==> src/rtl/dmux_stream.sv <==
// dmux_stream: registered 1-to-N_OUT stream demultiplexer with broadcast.
// Holds one beat: a pending mask records which channels still owe a
// handshake, and out_data stays stable until every pending channel completes.
// The next beat is accepted in the same cycle the last channel completes,
// so back-to-back beats stream without a bubble.
// Optional feature macro: DMUX_STREAM_CNT_EN adds one 16-bit completion
// counter per channel, read through cnt_idx/cnt_val.
module dmux_stream #(
  parameter int WIDTH = 16,
  parameter int N_OUT = 8,
  parameter int SEL_W = 3
) (
  input  logic             clk,
  input  logic             rst_n,
  input  logic             in_valid,
  output logic             in_ready,
  input  logic [WIDTH-1:0] in_data,
  input  logic [SEL_W-1:0] in_sel,
  input  logic             in_bcast,
  output logic [N_OUT-1:0] out_valid,
  input  logic [N_OUT-1:0] out_ready,
  output logic [WIDTH-1:0] out_data,
  output logic             err_sel
`ifdef DMUX_STREAM_CNT_EN
  ,
  input  logic [SEL_W-1:0] cnt_idx,
  output logic [15:0]      cnt_val
`endif
);

  // Channel count widened by one bit so the range check never truncates.
  localparam logic [SEL_W:0] N_OUT_EXT = (SEL_W + 1)'(N_OUT);

  logic [N_OUT-1:0] pending_q;
  logic [WIDTH-1:0] data_q;
  logic             err_q;

  logic [N_OUT-1:0] completing;
  logic [N_OUT-1:0] remaining;
  logic             beat_done;
  logic             accept;
  logic             sel_in_range;
  logic [N_OUT-1:0] sel_onehot;
  logic [N_OUT-1:0] pending_d;
  logic             err_d;

  // Handshake bookkeeping: ready bits of idle channels are masked off.
  always_comb begin
    completing   = pending_q & out_ready;
    remaining    = pending_q & ~out_ready;
    beat_done    = (pending_q != '0) && (remaining == '0);
    in_ready     = (pending_q == '0) || beat_done;
    accept       = in_valid && in_ready;
    sel_in_range = ({1'b0, in_sel} < N_OUT_EXT);
  end

  // Decode the destination index into a one-hot channel mask.
  always_comb begin
    sel_onehot = '0;
    for (int i = 0; i < N_OUT; i++) begin
      sel_onehot[i] = (in_sel == SEL_W'(i));
    end
  end

  // Next pending mask: a new beat replaces the old mask outright, so the
  // clears of the channels completing on this edge cannot mask it.
  always_comb begin
    // NOTE: every always_comb output gets a default first; a path that
    // leaves a variable unassigned would infer a latch.
    pending_d = remaining;
    err_d     = 1'b0;
    if (accept) begin
      if (in_bcast) begin
        pending_d = '1;
      end else if (sel_in_range) begin
        pending_d = sel_onehot;
      end else begin
        pending_d = '0;
        err_d     = 1'b1;
      end
    end
  end

  // Beat state registers; the payload is captured on every accept,
  // including dropped out-of-range beats, and is never cleared when idle.
  always_ff @(posedge clk or negedge rst_n) begin
    // NOTE: state updates use non-blocking assignments so every register
    // samples pre-edge values regardless of statement order.
    if (!rst_n) begin
      pending_q <= '0;
      data_q    <= '0;
      err_q     <= 1'b0;
    end else begin
      pending_q <= pending_d;
      err_q     <= err_d;
      if (accept) begin
        data_q <= in_data;
      end
    end
  end

  assign out_valid = pending_q;
  assign out_data  = data_q;
  assign err_sel   = err_q;

`ifdef DMUX_STREAM_CNT_EN
  logic [15:0] cnt_q [N_OUT];

  // Per-channel completion counters; a broadcast beat bumps each channel
  // once, in whichever cycle that channel completes. Wraps naturally.
  always_ff @(posedge clk or negedge rst_n) begin
    // NOTE: the counter array is a bank of flops that must read zero after
    // reset, so it is reset element by element rather than left as memory.
    if (!rst_n) begin
      for (int i = 0; i < N_OUT; i++) begin
        cnt_q[i] <= '0;
      end
    end else begin
      for (int i = 0; i < N_OUT; i++) begin
        if (completing[i]) begin
          cnt_q[i] <= cnt_q[i] + 16'd1;
        end
      end
    end
  end

  // Counter readout; indices past the last channel read as zero.
  always_comb begin
    cnt_val = '0;
    for (int i = 0; i < N_OUT; i++) begin
      if (cnt_idx == SEL_W'(i)) begin
        cnt_val = cnt_q[i];
      end
    end
  end
`endif

  // Once raised, a pending bit may only fall through its own handshake.
  always @(posedge clk) begin
    if (rst_n) begin
      for (int i = 0; i < N_OUT; i++) begin
        if (pending_q[i] && !out_ready[i] && !accept) begin
          assert (pending_d[i]);
        end
      end
    end
  end

endmodule

==> config.mk <==
export PLATFORM = sky130hd
export DESIGN_NAME = dmux_stream
export DESIGN_NICKNAME = d
export VERILOG_FILES = /design/src/rtl/dmux_stream.sv
export SDC_FILE = /design/constraint.sdc
export NUM_CORES = 1
export LEC_CHECK = 0
export ABC_AREA = 1
export CORE_AREA = 2 2 52 66
export CTS_CLUSTER_DIAMETER = 100
export DETAILED_ROUTE_END_ITERATION = 8
export DIE_AREA = 0 0 54 68
export PLACE_DENSITY = 0.8
export SETUP_SLACK_MARGIN = 0.4
export SYNTH_ARGS = -nofsm -noshare
export SYNTH_HDL_FRONTEND = slang
export SYNTH_SLANG_ARGS = --single-unit
==> constraint.sdc <==
create_clock -name clk -period 1.25 [get_ports clk]
set_input_delay 0.1875 -clock clk [delete_from_list [all_inputs] [get_ports clk]]
set_output_delay 0.1875 -clock clk [all_outputs]
set_load 0.02 [all_outputs]
After elaboration in Yosys (flattened, before gate mapping)
Cells that the tools add are included. Widths: inputs -> output; s select.

Input bits: 31. Output and inout bits: 26. Logic and storage cells: 20. Register bits after elaboration: 24.

Bitwise logic cells: 2. Multiplexer cells: 2. Reductions and logical operators: 7. Equal/unequal tests: 7.

Operator list (count): $logic_not 8->1 (2); $mux 8 (2); $eq 3x3->1 const B (4); $and 8x8->8 (1); $not 8->8 (1); $reduce_bool 8->1 (1); $eq 3x2->1 const B (2); $eq 3x1->1 const B (1); $logic_not 3->1 (1); $logic_and 1x1->1 (2); $logic_or 1x1->1 (1).

Depth between registers and ports, before layout
Depth in word-level cells: 7. Mapped depth: 8. Gate-level depth less buffers: 7.

Worst setup path before layout
OpenSTA, ideal clock, no wires.

Path kind: register to register. Start: register pending_q[7] (netlist: out_valid[7]). End: register data_q[0] (netlist: out_data[0]). Period minus slack after synthesis: 1.277 ns. Setup time: 0.117 ns. Required time: 1.133 ns. Data arrival time: 1.160 ns. Cell stages (with the launch flop): 8. Buffers on the path: 1. Setup slack: -0.027 ns. Cell sequence: dfrtp_1 > nand2_1 > nand2_2 > nor2_4 > nand3_4 > buf_6 > nand2_1 > nand2_1.

Longest elaborated chain between the ends: 5.

Ends and longest elaborated chain: start: declaration (RTL line 34) `logic [N_OUT-1:0] pending_q;`; start signal: assignment (RTL line 94) `pending_q <= pending_d;`; $and 8x8->8 (RTL line 50) `remaining = pending_q & ~out_ready;`; $logic_not 8->1 (RTL line 51) `beat_done = (pending_q != '0) && (remaining == '0);`; $logic_and 1x1->1 (RTL line 51); $logic_or 1x1->1 * (RTL line 52) `in_ready = (pending_q == '0) || beat_done;`; $logic_and 1x1->1 * (RTL line 53) `accept = in_valid && in_ready;`; end signal: assignment (RTL line 97) `data_q <= in_data;`; end: declaration (RTL line 35) `logic [WIDTH-1:0] data_q;`.

Mark *: on every way between the ends. The rest lies on a longest branch, timed or not. A chain may end at the register's enable or synchronous reset.

Final worst setup path
Start: input out_ready[5]. End: output in_ready.

Longest elaborated chain between the ends: 5.

Ends and longest elaborated chain: start: declaration (RTL line 21) `input logic [N_OUT-1:0] out_ready,`; $not 8->8 (RTL line 50); $and 8x8->8 (RTL line 50); $logic_not 8->1 (RTL line 51); $logic_and 1x1->1 (RTL line 51); $logic_or 1x1->1 (RTL line 52); end: declaration (RTL line 16) `output logic in_ready,`.

Every way passes these cells.

==> metrics.md <==
| Metric | Value |
|---|---|
| Vias in the first global route | `1,207` |
| FF-to-FF End | `out_data[5]$_DFFE_PN0P_` |
| Largest cells by area after synthesis | `dfrtp_1 (51%), nand2_1 (17%), nand4_1 (13%)` |
| R2R Setup Slk | `-0.14 ns` |
| Crit start category | `input pin` |
| Worst-path clk slew | `0.08 ns` |
| Routed via count | `1,252` |
| Most frequent cells in the layout | `nand2_1 (32), clkdlybuf4s50_1 (29), buf_6 (28)` |
| Post-route setup slack | `-0.1694 ns` |
| Dpl hpwl | `2.225 mm` |
| Number of port buffers | `55` |
| Clock buffer depth | `2` |
| Top cell by count, worst path | `nand2_2` |
| Row count | `23` |
| Period Utilization, post-route | `113.6%` |
| Final hold slack | `0.2777 ns` |
| CTS buffer count | `3` |
| Clock Sinks | `24` |
| First-pass DRT Iterations | `4` |
| Finish-stage setup viols | `23` |
| Max VDD drop | `between 1.5 and 2 mV` |
| Die width | `~54 microns` |
| Max Transition Viols Final | `0` |
| IO Count | `57` |
| Pleak | `1.128 nW` |
| Sequential share of the synthesized area | `51.28%` |
| First-pass GRT wire length | `5.402 mm` |
| Status | `finished with violations` |
| Synth-to-layout area growth | `90.81%` |
| CP endpoint kind | `primary output` |
| Reg2reg start | `out_valid[7]$_DFF_PN0_` |
| GPL Wtd Cong | `0.7290` |
| Final Util | `71.90%` |
| Max FO, Critical Path | `2` |
| Post-CTS Hold Buffers | `0` |
| Crit path kind | `input pin to primary output` |
| Post-synthesis register bit count | `24` |
| Critical path cell sequence | `clkdlybuf4s50_1 > inv_1 > nand2_2 > nand2_2 > nor2_4 > and2_4 > buf_6` |
| Detailed Route Iter0 Violations | `15` |
| H-tree depth | `1` |
| Total grt overflow | `0` |
| Pin count of the biggest net entering global routing | `27` |
| Hold Violations, Final | `0` |
| Cell count of the worst reg-to-reg path | `8` |
| RSZ-0062 raised after global routing | `yes` |
| Post-route ant nets | `0` |
| Arrival @ worst endpoint | `1.23 ns` |
| Root Buffer | `clkbuf_8` |
| Non-Filler Instances | `258` |
| Max-cap violations | `0` |
| DIE AREA | `3672 sq um` |
| Synth Cell Area | `roughly 1200 sq um` |
| Nets | `253` |
| Share of layout cells above drive strength 1 | `around 44%` |
| Final Skew | `0.003591 ns` |
| Slowest CP cell | `clkdlybuf4s50_1` |
| Unique cell type count in the Yosys netlist | `16` |
| Hold Crit Class | `input pin to asynchronous set/reset pin` |
| Synthesized instance count | `139` |
| CTS tree | `built` |
| Dpl cells | `236` |
| Via density | `slightly below 5` |
| Ant. Diodes | `0` |
| Most common cell after layout, fill and taps aside | `nand2_1` |
| Yosys top cell area share | `51.28%` |
| Net Count, Synth | `170` |
| Starting Density | `between 30% and 40%` |
| Worst skew pair latency | `0.26 ns` |
| CP peak stage delay | `0.45 ns` |
| DRC errors left | `0` |
| Mean post-synth cell area | `8.425 sq um` |
| Cell taking the most area after synthesis | `dfrtp_1` |
| Die height | `approximately 68 microns` |
| Worst Path Required | `roughly 1.1 ns` |
| Critical Path Source | `out_ready[5]` |
| Final WL | `3.451 mm` |
| Final Critical Period | `about 1.4 ns` |
| Fillers | `225` |
| Power per Cell Area | `2555 nW/um^2` |
| Warnings, synthesis | `0` |
| Total power | `around 0.0057 W` |
| Failing checks | `setup timing` |
| CORE AREA | `between 3000 and 4000 sq um` |
| Global Route Usage Sum | `roughly 20%` |
| Wire per inst | `13.38 microns` |
| Maximum clock rate | `a little over 700 MHz` |
| Antenna violations before repair | `0` |
## power breakdown
part / total [W] / switching [W] / internal, W / leakage, nW
Combinational: 0.00361 / 0.00168 / 0.00193 / 0.800
Clock: 0.000666 / 0.000239 / 0.000427 / 0.0357
Sequential: 0.00143 / 0.000282 / 0.00115 / 0.292
Total: 0.00571 / 0.00220 / 0.00351 / 1.13
## state kept, by name (all words and copies together), names as in the netlist
| register | flops |
|---|---|
| out_valid | 8 |
| out_data | 16 |
## how the worst max path moves through the flow
stage	to	slack [ns]
2_1_floorplan	out_data[0]$_DFFE_PN0P_	0.01
3_3_place_gp	in_ready	-0.61
3_5_place_dp	in_ready	-0.62
4_1_cts	in_ready	-0.15
5_1_grt	in_ready	-0.25
6_report	in_ready	-0.17
## Yosys cell counts
| library cell | n |
|---|---|
| conb_1 | 1 |
| nand3_1 | 2 |
| and2_1 | 1 |
| o21ai_0 | 6 |
| inv_1 | 12 |
| nor2_4 | 2 |
| nand2_2 | 4 |
| buf_4 | 5 |
| buf_2 | 1 |
| clkbuf_1 | 1 |
| nand3_4 | 1 |
| nand4_1 | 24 |
| buf_1 | 1 |
| nand2_1 | 53 |
| dfrtp_1 | 24 |
| buf_6 | 1 |
## layout make-up
class / count / area (sq um) / area share, %
Sequential cell: 24 / 610.6 / 27.32
Clock inverter: 1 / 30.03 / 1.344
Inverter: 12 / 45.04 / 2.016
Tap cell: 37 / 46.29 / 2.072
Clock buffer: 3 / 41.29 / 1.848
Multi-Input combinational cell: 95 / 536.8 / 24.02
Timing Repair Buffer: 86 / 924.6 / 41.38
## through the flow
stage / worst slack [ns] / setup TNS (ns) / instance area [sq um]
finish: -0.1694 / -2.197 / 2235
global route: -0.2498 / -3.691 / 2235
CTS: -0.1499 / -1.451 / 2069
detailed placement: -0.6234 / -10.68 / 1863
global placement: -0.6082 / -10.06 / 1863
floorplan: 0.01321 / 0 / 1197
## logic make-up (layout without fill, tap and decap cells)
logic type	after synthesis	in the layout	share of synthesized area [%]
AOI/OAI and AO/OA	6	6	2.564
DFF	24	24	51.28
and+or+nand+nor	87	88	36.75
other	1	1	0.3202
buffers and inverters	21	102	9.080
## per-layer routing
layer	track usage, %	part of all wire (%)	vias to the layer above
met5	0	0	-
met4	6.875	2.3	0
met3	2.838	6.2	8
met2	37.04	53	46
met1	23.11	39	577
li1	-	-	621
## worst max-delay path, delay by kind of cell
kind	cells	cell delay [ns]
buf+inv	3	0.61
simple gates	4	0.43
## timing repair
action	4_1_cts	5_1_grt
cloned	2	1
pin swaps	5	7
endpoints found under the setup margin	49	49
resized for setup	157	21
endpoints found under the hold margin	0	0
setup buffers	5	10
No activity file was read; power rests on OpenSTA's default activity.
